### src/rtl/spi_xfer_ctrl.sv
// SPI master transaction engine: on the control word's send bit it streams
// N+1 bytes from the data register file out over SPI mode 0. Each received
// byte goes back to the same address. It then clears send and raises done
// through the control register's second write port.
module spi_xfer_ctrl #(
   parameter int DIV    = 4,
   parameter int ADDR_W = 8
) (
   input  logic              clk,
   input  logic              rst,
   input  logic [31:0]       ctrl_in,
   input  logic [31:0]       rd_data,
   output logic [ADDR_W-1:0] addr,
   output logic [31:0]       wr_data,
   output logic              wr_data_en,
   output logic              wr2c,
   output logic              flag_out,
   output logic              new_out,
   output logic              sclk,
   output logic              mosi,
   input  logic              miso,
   output logic              cs_n
);

   typedef enum logic [2:0] {
      IDLE,
      LOAD,
      SHIFT,
      STORE,
      DONE
   } state_t;

   state_t            state_q, state_d;
   logic [ADDR_W-1:0] n_q, n_d;
   logic [ADDR_W-1:0] addr_q, addr_d;
   logic [7:0]        shreg_q, shreg_d;
   logic [7:0]        rx_q, rx_d;
   logic [2:0]        bit_cnt_q, bit_cnt_d;
   logic [7:0]        div_cnt_q, div_cnt_d;
   logic [31:0]       wr_data_q, wr_data_d;
   logic              wr_data_en_q, wr_data_en_d;
   logic              wr2c_q, wr2c_d;
   logic              flag_q, flag_d;
   logic              new_q, new_d;
   logic              sclk_q, sclk_d;
   logic              mosi_q, mosi_d;
   logic              cs_n_q, cs_n_d;

   // Only send, the byte count and the TX byte are meaningful to this block.
   logic unused_bits;
   assign unused_bits = ^{ctrl_in[31:16], ctrl_in[7:1], rd_data[31:8]};

   // Next-state and next-output logic for the transfer sequencer.
   always_comb begin
      state_d      = state_q;
      n_d          = n_q;
      addr_d       = addr_q;
      shreg_d      = shreg_q;
      rx_d         = rx_q;
      bit_cnt_d    = bit_cnt_q;
      div_cnt_d    = div_cnt_q;
      wr_data_d    = wr_data_q;
      wr_data_en_d = 1'b0;
      wr2c_d       = 1'b0;
      flag_d       = 1'b0;
      new_d        = 1'b0;
      sclk_d       = sclk_q;
      mosi_d       = mosi_q;
      cs_n_d       = cs_n_q;
      case (state_q)
         IDLE: begin
            cs_n_d = 1'b1;
            sclk_d = 1'b0;
            mosi_d = 1'b0;
            addr_d = '0;
            if (ctrl_in[0]) begin
               // Start strobe clears the done flag while keeping send set.
               n_d     = ADDR_W'(ctrl_in[15:8]);
               state_d = LOAD;
               cs_n_d  = 1'b0;
               wr2c_d  = 1'b1;
               new_d   = 1'b1;
            end
         end
         LOAD: begin
            shreg_d   = rd_data[7:0];
            mosi_d    = rd_data[7];
            bit_cnt_d = 3'd0;
            div_cnt_d = 8'd0;
            sclk_d    = 1'b0;
            state_d   = SHIFT;
         end
         SHIFT: begin
            if (div_cnt_q == 8'(DIV - 1)) begin
               div_cnt_d = 8'd0;
               if (!sclk_q) begin
                  // Rising sclk: capture MISO.
                  sclk_d = 1'b1;
                  rx_d   = {rx_q[6:0], miso};
               end else begin
                  // Falling sclk: present the next bit, or finish the byte.
                  sclk_d = 1'b0;
                  if (bit_cnt_q == 3'd7) begin
                     state_d      = STORE;
                     wr_data_en_d = 1'b1;
                     wr_data_d    = {24'd0, rx_q};
                  end else begin
                     bit_cnt_d = bit_cnt_q + 3'd1;
                     shreg_d   = {shreg_q[6:0], 1'b0};
                     mosi_d    = shreg_q[6];
                  end
               end
            end else begin
               div_cnt_d = div_cnt_q + 8'd1;
            end
         end
         STORE: begin
            if (addr_q == n_q) begin
               state_d = DONE;
               cs_n_d  = 1'b1;
               mosi_d  = 1'b0;
               wr2c_d  = 1'b1;
               flag_d  = 1'b1;
            end else begin
               addr_d  = addr_q + ADDR_W'(1);
               state_d = LOAD;
            end
         end
         DONE: begin
            addr_d  = '0;
            mosi_d  = 1'b0;
            state_d = IDLE;
         end
         default: state_d = IDLE;
      endcase
   end

   // State and registered outputs; reset aborts any transfer at once.
   always_ff @(posedge clk or negedge rst) begin
      if (!rst) begin
         state_q      <= IDLE;
         n_q          <= '0;
         addr_q       <= '0;
         shreg_q      <= 8'd0;
         rx_q         <= 8'd0;
         bit_cnt_q    <= 3'd0;
         div_cnt_q    <= 8'd0;
         wr_data_q    <= 32'd0;
         wr_data_en_q <= 1'b0;
         wr2c_q       <= 1'b0;
         flag_q       <= 1'b0;
         new_q        <= 1'b0;
         sclk_q       <= 1'b0;
         mosi_q       <= 1'b0;
         cs_n_q       <= 1'b1;
      end else begin
         state_q      <= state_d;
         n_q          <= n_d;
         addr_q       <= addr_d;
         shreg_q      <= shreg_d;
         rx_q         <= rx_d;
         bit_cnt_q    <= bit_cnt_d;
         div_cnt_q    <= div_cnt_d;
         wr_data_q    <= wr_data_d;
         wr_data_en_q <= wr_data_en_d;
         wr2c_q       <= wr2c_d;
         flag_q       <= flag_d;
         new_q        <= new_d;
         sclk_q       <= sclk_d;
         mosi_q       <= mosi_d;
         cs_n_q       <= cs_n_d;
      end
   end

   assign addr       = addr_q;
   assign wr_data    = wr_data_q;
   assign wr_data_en = wr_data_en_q;
   assign wr2c       = wr2c_q;
   assign flag_out   = flag_q;
   assign new_out    = new_q;
   assign sclk       = sclk_q;
   assign mosi       = mosi_q;
   assign cs_n       = cs_n_q;

endmodule

### config.mk
export PLATFORM = sky130hd
export DESIGN_NAME = spi_xfer_ctrl
export DESIGN_NICKNAME = d
export VERILOG_FILES = /design/src/rtl/spi_xfer_ctrl.sv
export SDC_FILE = /design/constraint.sdc
export NUM_CORES = 1
export LEC_CHECK = 0
export BUFFER_PORTS_ARGS = -buffer_cell sky130_fd_sc_hd__buf_4
export CAP_MARGIN = 10
export CORE_AREA = 4 4 66 114
export DETAILED_ROUTE_END_ITERATION = 10
export DIE_AREA = 0 0 70 118
export PLACE_DENSITY = 0.83
export SLEW_MARGIN = 10
export SYNTH_ARGS = -nofsm -noshare
export SYNTH_HDL_FRONTEND = slang
export SYNTH_SLANG_ARGS = --single-unit
### constraint.sdc
create_clock -name clk -period 4.1 [get_ports clk]
set_input_delay 0.41 -clock clk [delete_from_list [all_inputs] [get_ports clk]]
set_output_delay 0.41 -clock clk [all_outputs]
set_load 0.03 [all_outputs]
# Word level (Yosys, flattened, before mapping)

Cells that the tools add are included.

$add $sub $neg: 3
Multipliers: 0
Divide/modulo/power cells: 0
Order comparisons: 0
Equality and inequality tests: 14
Shift-type cells: 0
Mux-type cells: 38
Bitwise logic cells: 1
Reductions and logical operators: 17

Operator list:

| operator              | count |
|---|---|
| $pmux W8 S2           | 2 |
| $mux W3               | 8 |
| $mux W7               | 3 |
| $add A8 B1 Y8 const B | 2 |
| $mux W1               | 16 |
| $mux W8               | 2 |
| $ne A2 B2 Y1 const B  | 7 |
| $pmux W7 S2           | 1 |
| $pmux W3 S4           | 1 |
| $reduce_and A4 Y1     | 3 |
| $eq A8 B2 Y1 const B  | 1 |
| $eq A8 B8 Y1          | 1 |
| $reduce_and A2 Y1     | 4 |
| $reduce_bool A2 Y1    | 4 |
| $eq A3 B2 Y1 const B  | 2 |
| $eq A3 B3 Y1 const B  | 2 |
| $pmux W1 S2           | 3 |
| $pmux W3 S2           | 1 |
| $reduce_and A5 Y1     | 1 |
| $pmux W1 S4           | 1 |
| $reduce_bool A4 Y1    | 1 |
| $reduce_or A2 Y1      | 2 |
| $add A3 B1 Y3 const B | 1 |
| $eq A3 B1 Y1 const B  | 1 |
| other kinds (3)       | 3 |

Register bits: 60
Bits in latches: 0
RAM bits: 0
ROM bits: 0
Bits of input ports: 67
Output and inout bits: 47
Memories: 0

# Depth between registers and ports, before layout

Gate-level depths: netlist (run 1).

Depth after elaboration: 5
Gate-level depth with buffers: 8
Gate-level depth less buffers: 6

# Least setup slack after synthesis (run 1)

Ideal clock, no wire load.

Kind: flip-flop to flip-flop
Start point: register div_cnt_q[5]
End point: register wr_data_q[0] (netlist: wr_data[0])
Library setup time: 125 ps
Data arrival time: 2087 ps
Path slack: 1888 ps
Stages on the path, launching flop included: 6
Path buffers: 1
Cell sequence: dfrtp_1 > or4_4 > or3_4 > or3_1 > buf_6 > mux2_4

Longest elaborated chain between the ends: 2

RTL lines:

| what                        | line | RTL |
|---|---|---|
| start, declared             | 39   | `logic [7:0] div_cnt_q, div_cnt_d;` |
| start signal, assigned      | 163  | `div_cnt_q <= div_cnt_d;` |
| $eq A8 B2 Y1                | 94   | `if (div_cnt_q == 8'(DIV - 1)) begin` |
| $reduce_and A4 Y1 (no line) | n/a  |  |
| end signal, assigned        | 164  | `wr_data_q <= wr_data_d;` |
| end, declared               | 40   | `logic [31:0] wr_data_q, wr_data_d;` |

Every way passes these cells.
A chain may end at the register's enable or synchronous reset.

# Worst setup path in the final report (run 1)

Ends and elaborated chain as after synthesis.

==> impl_metrics.env, run 1 <==
export IMPL_synth_fa_ha_area_frac=0.0171
export IMPL_setup_viol_count_final=0
export IMPL_synth_cells=275
export IMPL_power_mw=2.31
export IMPL_yosysTopAreaCellShare=0.504
export IMPL_drv_cap=0
export IMPL_rows=39
export IMPL_synthXorXnorAreaFrac=0.0269
export IMPL_place_inst=390
export IMPL_num_vias=2031
export IMPL_fin_skew_ns=0.00631
export IMPL_status="complete, no violations"
export IMPL_cts_buffers=9
export IMPL_synth_compound_area_frac=0.0918
export IMPL_cts_hold_buffers=0
export IMPL_async_flop_share=1.00
export IMPL_drtIter0Drc=89
export IMPL_drive_gt1_frac=0.278
export IMPL_viasPerCell=5.00
export IMPL_cts_sinks=60
export IMPL_max_slew_margin=0.295
export IMPL_path_class="flop to flop"
export IMPL_cts_max_path_buffers=2
export IMPL_clk_pin_slew_worst_paths_ns=0.05
export IMPL_coreArea_sq_um=6540
export IMPL_routed_wl_mm=5.47
export IMPL_clock_root_buffer="clkbuf_16"
export IMPL_place_area_sq_um=3220
export IMPL_antenna_cells=0
export IMPL_drc=0
export IMPL_syn_area_per_cell_sq_um=10.7
export IMPL_fin_nets=390
export IMPL_wl_per_cell_um=13.5
export IMPL_cts_tree="built"
export IMPL_pre_cts_slack_ns=1.64
export IMPL_clk_latency_ns=0.32
export IMPL_cts_max_level=3
export IMPL_fin_tns_setup_ns=0
export IMPL_instances_no_fill=406
export IMPL_power_density_nw_per_um2=653
export IMPL_ir_worst_vdd_uv=300
export IMPL_min_period_ns=2.44
export IMPL_synth_largest_area_cell="dfrtp_1"
export IMPL_grt_start_max_net_pins=61
export IMPL_ant_nets=0
export IMPL_critPathCaptureType="flop"
export IMPL_path_max_fanout=9
export IMPL_die_area_sq_um=8260
export IMPL_slew_viol_final=0
export IMPL_port_buffers=42
export IMPL_crit_path_start_kind="flop"
export IMPL_synth_main_ff_cell="dfrtp_1"
export IMPL_synth_top_family_by_area="simple AND/OR/NAND/NOR gates"
export IMPL_leakage_nw=1.75
export IMPL_hpwl_mm=3.87
export IMPL_design_area_sq_um=3540
export IMPL_rsz0062_at_grt="false"
export IMPL_grt_usage=0.139
export IMPL_overflow=0
export IMPL_hold_violations=0
export IMPL_antenna_found_initial=0
export IMPL_yosysSeqAreaShare=0.513
export IMPL_grt_pass1_vias=1951
export IMPL_muxShareOfSynthArea=0.123
export IMPL_fmax_mhz=409
export IMPL_synth_edf_count=0
export IMPL_start_util=0.448
export IMPL_required_ns=4.31
export IMPL_fin_util=0.541
export IMPL_ys_seq_elements=60
export IMPL_timing_hold_ws_ns=0.155
export IMPL_crit_arrival_ns=2.65
export IMPL_fin_crit_sh=0.596
export IMPL_area_growth_pct=20.8
export IMPL_post_cts_setup_buffers=0
export IMPL_fp_dieH_um=118
export IMPL_cts_resized=0
export IMPL_fill_cells=605
export IMPL_ios=114
export IMPL_die_w_um=70
export IMPL_synthTopCellsByArea="dfrtp_1 50%, buf_4 6.2%, mux2_2 6.2%"
export IMPL_gp_congestion=0.813
export IMPL_grt_pass1_wl_mm=9.17
export IMPL_ys_warnings_count=0
export IMPL_synth_simple_area_share=0.136
export IMPL_worst_slew_pin_slew_ns=1.05
export IMPL_yosysUniqueCellTypes=41
export IMPL_syn_area_sq_um=2930
export IMPL_dr_pass1_iters=4
export IMPL_hp_class="primary input to asynchronous set/reset pin"
export IMPL_fin_ws_ns=1.66
==> final timing paths <==
path	from	depth (start not counted)	slack (ns)	to
min reg2reg	bit_cnt_q[0]$_DFFE_PN0P_	1	0.51	bit_cnt_q[0]$_DFFE_PN0P_
min	rst	1	0.16	n_q[5]$_DFFE_PN0P_
min in group clk	rd_data[0]	3	0.30	shreg_q[0]$_DFFE_PN0P_
max	div_cnt_q[5]$_DFFE_PN0P_	4	1.66	wr_data[0]$_DFFE_PN0P_
max in group asynchronous	rst	1	3.44	div_cnt_q[3]$_DFFE_PN0P_
max reg2reg	div_cnt_q[5]$_DFFE_PN0P_	4	1.66	wr_data[0]$_DFFE_PN0P_
==> worst max-delay path, stage by stage, from the launching register on <==
cell and delay (ns):
dfrtp_1 0.41, or4_4 0.57, or3_4 0.41, or3_1 0.55, mux2_4 0.38
==> cell usage in the layout, fill, tap and decap left out, types with 7 or more instances in the layout <==
cell type  count
mux2_2        16
nor2_1        20
nand3_1        9
inv_1         10
a21oi_1        7
dfrtp_1       59
xor2_1         9
conb_1        24
nand2_1       31
clkbuf_16      9
mux2_4         8
buf_4         44
o21ai_0       18
==> registers in the layout (all words and copies together), names as in the netlist <==
signal,cells
addr,8
bit_cnt_q,3
cs_n,1
div_cnt_q,8
flag_out,1
mosi,1
n_q,8
new_out,1
rx_q,8
sclk,1
shreg_q,7
state_q,3
wr2c,1
wr_data,8
wr_data_en,1
==> layout make-up <==
type	instances	area, sq um	area share
clock buffer	11	243	0.0686
sequential	60	1500	0.425
multi-input combinational	194	1250	0.353
clock inverter	5	75.1	0.0212
timing repair buffer	44	330	0.0934
inverter	10	37.5	0.0106
tap	82	103	0.0290
==> Yosys cell counts (2+ instances only) <==
cell type   n
mux2_2     16
xor2_1      9
a22o_1      3
a31oi_1     6
o31ai_1     3
nor2_1     20
mux2_4      8
ha_1        4
buf_4      24
a21oi_1     7
nand2_1    31
dfrtp_1    59
o22ai_1     2
o21ai_0    18
nand3_1     9
o41ai_1     2
or2_2       2
inv_1      10
or3_1       3
nand4_1     3
mux2i_1     6
nor3b_1     2
nor4_1      2
buf_2       2
nor3_1      2
clkbuf_1    7
==> report_power, final <==
part	internal, mW	switching (mW)	total (mW)
clock	0.544	0.246	0.790
combinational	0.266	0.390	0.656
sequential	0.743	0.123	0.865
==> routing by layer <==
metal / track usage / vias up / part of all wire
met3: 0.0316 / 10 / 0.061
li1: - / 988 / -
met2: 0.229 / 62 / 0.52
met4: 0.0947 / 0 / 0.026
met1: 0.157 / 971 / 0.39
met5: 0 / - / 0
==> logic make-up after synthesis <==
logic type      Yosys count
compound gates           44
xor+xnor                  9
fa+ha+maj                 4
buf+inv                  44
flops                    60
mux                      30
other cells               1
simple gates             83
No activity file was read; power rests on OpenSTA's default activity.
==> inputs of run 2 (changes only) <==
--- a/config.mk
+++ b/config.mk
@@ -7,10 +7,10 @@
 export LEC_CHECK = 0
 export BUFFER_PORTS_ARGS = -buffer_cell sky130_fd_sc_hd__buf_4
 export CAP_MARGIN = 10
-export CORE_AREA = 4 4 66 114
+export CORE_AREA = 4 4 67 115
 export DETAILED_ROUTE_END_ITERATION = 10
-export DIE_AREA = 0 0 70 118
-export PLACE_DENSITY = 0.83
+export DIE_AREA = 0 0 71 119
+export PLACE_DENSITY = 0.85
 export SLEW_MARGIN = 10
 export SYNTH_ARGS = -nofsm -noshare
 export SYNTH_HDL_FRONTEND = slang
==> constraint.sdc (replaced) <==
create_clock -name clk -period 2 [get_ports clk]
set_input_delay 0.2 -clock clk [delete_from_list [all_inputs] [get_ports clk]]
set_output_delay 0.2 -clock clk [all_outputs]
set_load 0.03 [all_outputs]
==> run 2 against run 1 <==
The run now ends with negative setup slack left. Wire length rose by 16%. Maximum frequency up 13%. Die area rose by 2.3%. Clock power grew 130%. Power grew 140%. Largest power group is now combinational logic.
==> impl_metrics.env, run 2 (synthesis results as in run 1) <==
export IMPL_status="finished with violations"
export IMPL_violations="negative setup slack"
export IMPL_ant_nets=0
export IMPL_grt_pass1_wl_mm=10.8
export IMPL_power_density_nw_per_um2=1390
export IMPL_fp_dieH_um=119
export IMPL_cts_buffers=9
export IMPL_die_w_um=71
export IMPL_ir_worst_vdd_uv=598
export IMPL_crit_slowest_cell="or4_4"
export IMPL_final_common_cell="buf_4"
export IMPL_fin_nets=421
export IMPL_area_growth_pct=34.1
export IMPL_antenna_found_initial=0
export IMPL_min_period_ns=2.16
export IMPL_start_util=0.430
export IMPL_required_ns=2.21
export IMPL_viasPerCell=4.99
export IMPL_drc=0
export IMPL_grt_pass1_vias=2334
export IMPL_clock_root_buffer="clkbuf_16"
export IMPL_cts_tree="built"
export IMPL_startpoint="div_cnt_q[5]$_DFFE_PN0P_"
export IMPL_drv_cap=0
export IMPL_path_cells="or4_4, or3_4, buf_4, nor3_4, buf_6, mux2_2"
export IMPL_cts_sinks=60
export IMPL_slew_viol_final=0
export IMPL_grt_start_max_net_pins=61
export IMPL_hpwl_mm=4.36
export IMPL_design_area_sq_um=3930
export IMPL_reg2reg_from="div_cnt_q[5]$_DFFE_PN0P_"
export IMPL_overflow=0
export IMPL_leakage_nw=1.95
export IMPL_worst_slew_pin_slew_ns=0.743
export IMPL_cts_max_path_buffers=2
export IMPL_crit_arrival_ns=2.37
export IMPL_critPathCaptureType="flop"
export IMPL_clk_pin_slew_worst_paths_ns=0.05
export IMPL_fin_ws_ns=-0.164
export IMPL_drtIter0Drc=138
export IMPL_hold_violations=0
export IMPL_cts_max_level=3
export IMPL_rsz0062_at_grt="true"
export IMPL_antenna_cells=0
export IMPL_grt_usage=0.164
export IMPL_port_buffers=42
export IMPL_wl_per_cell_um=14.4
export IMPL_gp_congestion=0.802
export IMPL_timing_hold_ws_ns=0.0859
export IMPL_ff2ff_setup_slack_ns=-0.16
export IMPL_place_area_sq_um=3440
export IMPL_routed_wl_mm=6.33
export IMPL_fmax_mhz=462
export IMPL_path_max_fanout=8
export IMPL_coreArea_sq_um=6810
export IMPL_clk_latency_ns=0.33
export IMPL_cpPeakStageDelay_ns=0.55
export IMPL_ios=114
export IMPL_fin_skew_ns=0.00548
export IMPL_setup_viol_count_final=28
export IMPL_rows=40
export IMPL_crit_path_start_kind="flop"
export IMPL_die_area_sq_um=8450
export IMPL_hp_class="primary input to flop"
export IMPL_num_vias=2192
export IMPL_crit_family="simple AND/OR/NAND/NOR gates"
export IMPL_critical_path_buf_inv_count=2
export IMPL_hold_start="rd_data[0]"
export IMPL_drive_gt1_frac=0.358
export IMPL_max_slew_margin=0.505
export IMPL_dr_pass1_iters=4
export IMPL_path_class="flop to flop"
export IMPL_fin_crit_sh=1.08
export IMPL_layout_common_cells="70 x buf_4, 59 x dfrtp_1, 31 x nand2_1, 24 x conb_1, 20 x nor2_1"
[run 2: cell count changes in the layout (fill, tap and decap cells not counted), sizes merged]
| cell | previous run | this run |
|---|---|---|
| buf | 44 | 73 |
| bufbuf | 0 | 1 |
| bufinv | 2 | 3 |
| clkbuf | 11 | 12 |
| clkinv | 3 | 1 |
| dlygate4sd3 | 0 | 1 |
[run 2: final cells by class]
class                      count  area [sq um]
fill                         561          2880
inverter                      10          37.5
clock buffer                  12           256
timing repair buffer          75           611
sequential                    60          1500
multi-input combinational    194          1320
tap                           84           105
clock inverter                 4          95.1
[run 2: final timing paths]
path | to | cells after the start
worst min-delay path | shreg_q[0]$_DFFE_PN0P_ | 3
min in group asynchronous | new_out$_DFF_PN0_ | 2
max in group asynchronous | state_q[2]$_DFFE_PN0P_ | 2
worst min register to register | bit_cnt_q[0]$_DFFE_PN0P_ | 1
worst max-delay path | rx_q[0]$_DFFE_PN0P_ | 6
worst max register to register | rx_q[0]$_DFFE_PN0P_ | 6
[run 2: report_power, final]
group          switching (mW)  leakage [nW]  internal, mW  total, mW
sequential              0.202         0.784          1.52       1.73
combinational            1.02         0.998         0.936       1.95
clock                   0.515         0.173          1.28       1.80
total                    1.73          1.95          3.74       5.47
[run 2: per-layer routing]
metal / up-vias / wire length (um) / global-route usage
met5: - / 0 / 0
met4: 0 / 202 / 0.0894
met3: 13 / 306 / 0.0422
met2: 60 / 3520 / 0.294
met1: 1065 / 2300 / 0.171
li1: 1054 / - / -
[run 2: worst reg2reg max path, stage by stage (launching register included)]
cell     delay (ns)
dfrtp_1        0.37
or4_4          0.55
or3_4          0.34
buf_4          0.16
nor3_4         0.12
buf_6          0.17
mux2_2         0.34
[run 2: what timing repair did]
action	CTS	global route
pin swaps	1	2
resized for setup	11	8
endpoints found under the setup margin	28	36
gates cloned	1	0
hold endpoints to repair	59	0
hold buffers	1	0
setup buffers	2	0
[run 2: through the flow]
stage | utilization | total power [mW] | instances | TNS [ns] | setup slack (ns)
after global placement | 0.505 | 3.35 | 419 | -2.42 | -0.169
after CTS | 0.572 | 5.45 | 439 | -3.95 | -0.175
final | 0.577 | 5.47 | 439 | -3.57 | -0.164
after floorplan | - | 2.82 | 298 | -2.67 | -0.173
after detailed placement | 0.505 | 3.44 | 419 | -2.84 | -0.191
after global routing | 0.577 | 5.78 | 439 | -5.17 | -0.218
==> inputs of run 3 (changes only) <==
--- a/config.mk
+++ b/config.mk
@@ -5,12 +5,14 @@
 export SDC_FILE = /design/constraint.sdc
 export NUM_CORES = 1
 export LEC_CHECK = 0
+export ABC_AREA = 1
 export BUFFER_PORTS_ARGS = -buffer_cell sky130_fd_sc_hd__buf_4
 export CAP_MARGIN = 10
-export CORE_AREA = 4 4 67 115
+export CORE_AREA = 4 4 69 119
 export DETAILED_ROUTE_END_ITERATION = 10
-export DIE_AREA = 0 0 71 119
+export DIE_AREA = 0 0 73 123
 export PLACE_DENSITY = 0.85
+export RECOVER_POWER = 50
 export SLEW_MARGIN = 10
 export SYNTH_ARGS = -nofsm -noshare
 export SYNTH_HDL_FRONTEND = slang
==> run 3 against run 2 <==
The run now ends clean. Utilization is 6.1 points lower. Critical path depth rose by 2. Highest routed layer unchanged. Power is 6.3% lower. Sequential share of layout area grew 2.0 points. Largest power group is now registers. Clock skew decreased by 0.0013 ns. Maximum frequency rose by 25%. Synthesized cell count is 37% higher. Final cell count rose by 16%. Critical endpoint is now wr_data[3]$_DFFE_PN0P_.
==> impl_metrics.env, run 3 <==
export IMPL_leakage_nw=1.85
export IMPL_yosysSeqAreaShare=0.472
export IMPL_pre_cts_slack_ns=0.289
export IMPL_gp_congestion=0.781
export IMPL_ios=114
export IMPL_ir_worst_vdd_uv=952
export IMPL_layout_common_cells="105 x nand2_1, 59 x dfrtp_1, 35 x inv_1, 29 x nand3_1, 29 x buf_4"
export IMPL_synthTopCellsByCount="105 x nand2_1, 59 x dfrtp_1, 35 x inv_1, 29 x nand3_1, 26 x buf_4"
export IMPL_cts_buffers=9
export IMPL_dr_pass1_iters=4
export IMPL_critPathCaptureType="flop"
export IMPL_hp_class="primary input to flop"
export IMPL_post_cts_setup_buffers=0
export IMPL_synth_simple_area_share=0.260
export IMPL_min_period_ns=1.73
export IMPL_synth_largest_area_cell="dfrtp_1"
export IMPL_yosysUniqueCellTypes=34
export IMPL_rsz0062_at_grt="false"
export IMPL_power_density_nw_per_um2=1370
export IMPL_drc=0
export IMPL_grt_pass1_vias=2461
export IMPL_worst_slew_pin_slew_ns=0.745
export IMPL_synthXorXnorAreaFrac=0.0192
export IMPL_fin_crit_sh=0.863
export IMPL_antenna_cells=0
export IMPL_status="complete, no violations"
export IMPL_port_buffers=42
export IMPL_drive_gt1_frac=0.203
export IMPL_coreArea_sq_um=7230
export IMPL_syn_area_per_cell_sq_um=8.48
export IMPL_fill_cells=665
export IMPL_cts_tree="built"
export IMPL_crit_arrival_ns=1.93
export IMPL_wl_per_cell_um=13.0
export IMPL_ys_warnings_count=0
export IMPL_crit_path_start_kind="flop"
export IMPL_fin_nets=491
export IMPL_num_vias=2543
export IMPL_synth_top_family_by_area="simple AND/OR/NAND/NOR gates"
export IMPL_synth_cells=376
export IMPL_final_common_cell="nand2_1"
export IMPL_grt_pass1_wl_mm=11.0
export IMPL_cts_max_path_buffers=2
export IMPL_drv_cap=0
export IMPL_hold_violations=0
export IMPL_clock_root_buffer="clkbuf_16"
export IMPL_routed_wl_mm=6.62
export IMPL_cts_max_level=3
export IMPL_ys_seq_elements=60
export IMPL_start_util=0.441
export IMPL_synth_compound_area_frac=0.106
export IMPL_cts_sinks=60
export IMPL_drtIter0Drc=156
export IMPL_muxShareOfSynthArea=0
export IMPL_synth_main_ff_cell="dfrtp_1"
export IMPL_die_area_sq_um=8980
export IMPL_setup_viol_count_final=0
export IMPL_fin_ws_ns=0.274
export IMPL_yosysTopAreaCellShare=0.463
export IMPL_syn_area_sq_um=3190
export IMPL_post_synth_top_count_cell="nand2_1"
export IMPL_grt_start_max_net_pins=61
export IMPL_max_slew_margin=0.503
export IMPL_antenna_found_initial=0
export IMPL_area_growth_pct=17.2
export IMPL_fin_tns_setup_ns=0
export IMPL_fmax_mhz=579
export IMPL_clk_latency_ns=0.32
export IMPL_clk_pin_slew_worst_paths_ns=0.05
export IMPL_async_flop_share=1.00
export IMPL_design_area_sq_um=3730
export IMPL_fin_skew_ns=0.00419
export IMPL_viasPerCell=4.99
export IMPL_place_area_sq_um=3450
export IMPL_path_class="flop to flop"
export IMPL_required_ns=2.20
export IMPL_rows=41
export IMPL_path_max_fanout=16
export IMPL_overflow=0
export IMPL_fp_dieH_um=123
export IMPL_synth_fa_ha_area_frac=0.0157
export IMPL_grt_usage=0.157
export IMPL_synth_edf_count=0
export IMPL_die_w_um=73
export IMPL_synthTopCellsByArea="dfrtp_1 46%, nand2_1 12%, buf_4 6.1%"
export IMPL_slew_viol_final=0
export IMPL_hpwl_mm=4.62
export IMPL_ant_nets=0
-- run 3: worst max-delay path, cell delays in order (launching register included) --
cell and delay [ns]:
dfrtp_1 0.38, ha_1 0.22, inv_1 0.09, nor3_4 0.20
nand3_2 0.15, inv_1 0.11, nand2_2 0.23, nand2_1 0.16
o21ai_2 0.06
-- run 3: kinds of logic (layout without fill, tap and decap cells) --
logic type,Yosys count,in the layout
AO/OA/AOI/OAI,53,53
XOR/XNOR,7,7
adder cells (fa/ha/maj),4,4
buffers and inverters,74,99
flip-flops,60,60
other,1,24
AND/OR/NAND/NOR,177,177
-- run 3: final timing paths --
| path | depth (start not counted) | from | endpoint | slack (ns) |
|---|---|---|---|---|
| max reg2reg | 8 | div_cnt_q[0]$_DFFE_PN0P_ | wr_data[3]$_DFFE_PN0P_ | 0.27 |
| max in group asynchronous | 2 | rst | new_out$_DFF_PN0_ | 1.01 |
| max | 8 | div_cnt_q[0]$_DFFE_PN0P_ | wr_data[3]$_DFFE_PN0P_ | 0.27 |
| min in group asynchronous | 2 | rst | shreg_q[3]$_DFFE_PN0P_ | 0.49 |
| min | 3 | ctrl_in[10] | n_q[2]$_DFFE_PN0P_ | 0.08 |
| min reg2reg | 2 | shreg_q[3]$_DFFE_PN0P_ | shreg_q[3]$_DFFE_PN0P_ | 0.48 |
-- run 3: timing repair --
item	in CTS	in global routing
hold buffers	1	0
endpoints found under the hold margin	59	0
resized for setup	0	0
-- run 3: where the power goes --
| part | internal [mW] | switching, mW | total [mW] |
|---|---|---|---|
| clock | 1.15 | 0.518 | 1.67 |
| sequential | 1.53 | 0.228 | 1.76 |
| combinational | 0.536 | 1.17 | 1.71 |
-- run 3: area by class of cell --
class	count	area [sq um]	share of cell area
Sequential cell	60	1500	0.402
Multi-Input combinational cell	265	1370	0.366
Timing Repair Buffer	44	280	0.0751
Clock buffer	11	253	0.0677
Inverter	40	153	0.0409
Tap cell	86	108	0.0288
Clock inverter	4	72.6	0.0194
-- run 3: through the flow --
| stage | cells | utilization | hold slack (ns) | total power [mW] |
|---|---|---|---|---|
| after floorplan | 399 | - | -0.0956 | 3.17 |
| after CTS | 510 | 0.523 | 0.0723 | 5.20 |
| after global routing | 510 | 0.516 | 0.0962 | 5.48 |
| after detailed placement | 494 | 0.477 | 0.314 | 3.51 |
| after global placement | 494 | 0.477 | 0.318 | 3.44 |
| final | 510 | 0.516 | 0.0811 | 5.13 |
-- run 3: metal layers --
layer	vias up	routed length, um	track usage
met1	1204	2580	0.178
li1	1238	-	-
met4	0	167	0.0739
met2	87	3440	0.267
met5	-	0	0
met3	14	432	0.0448
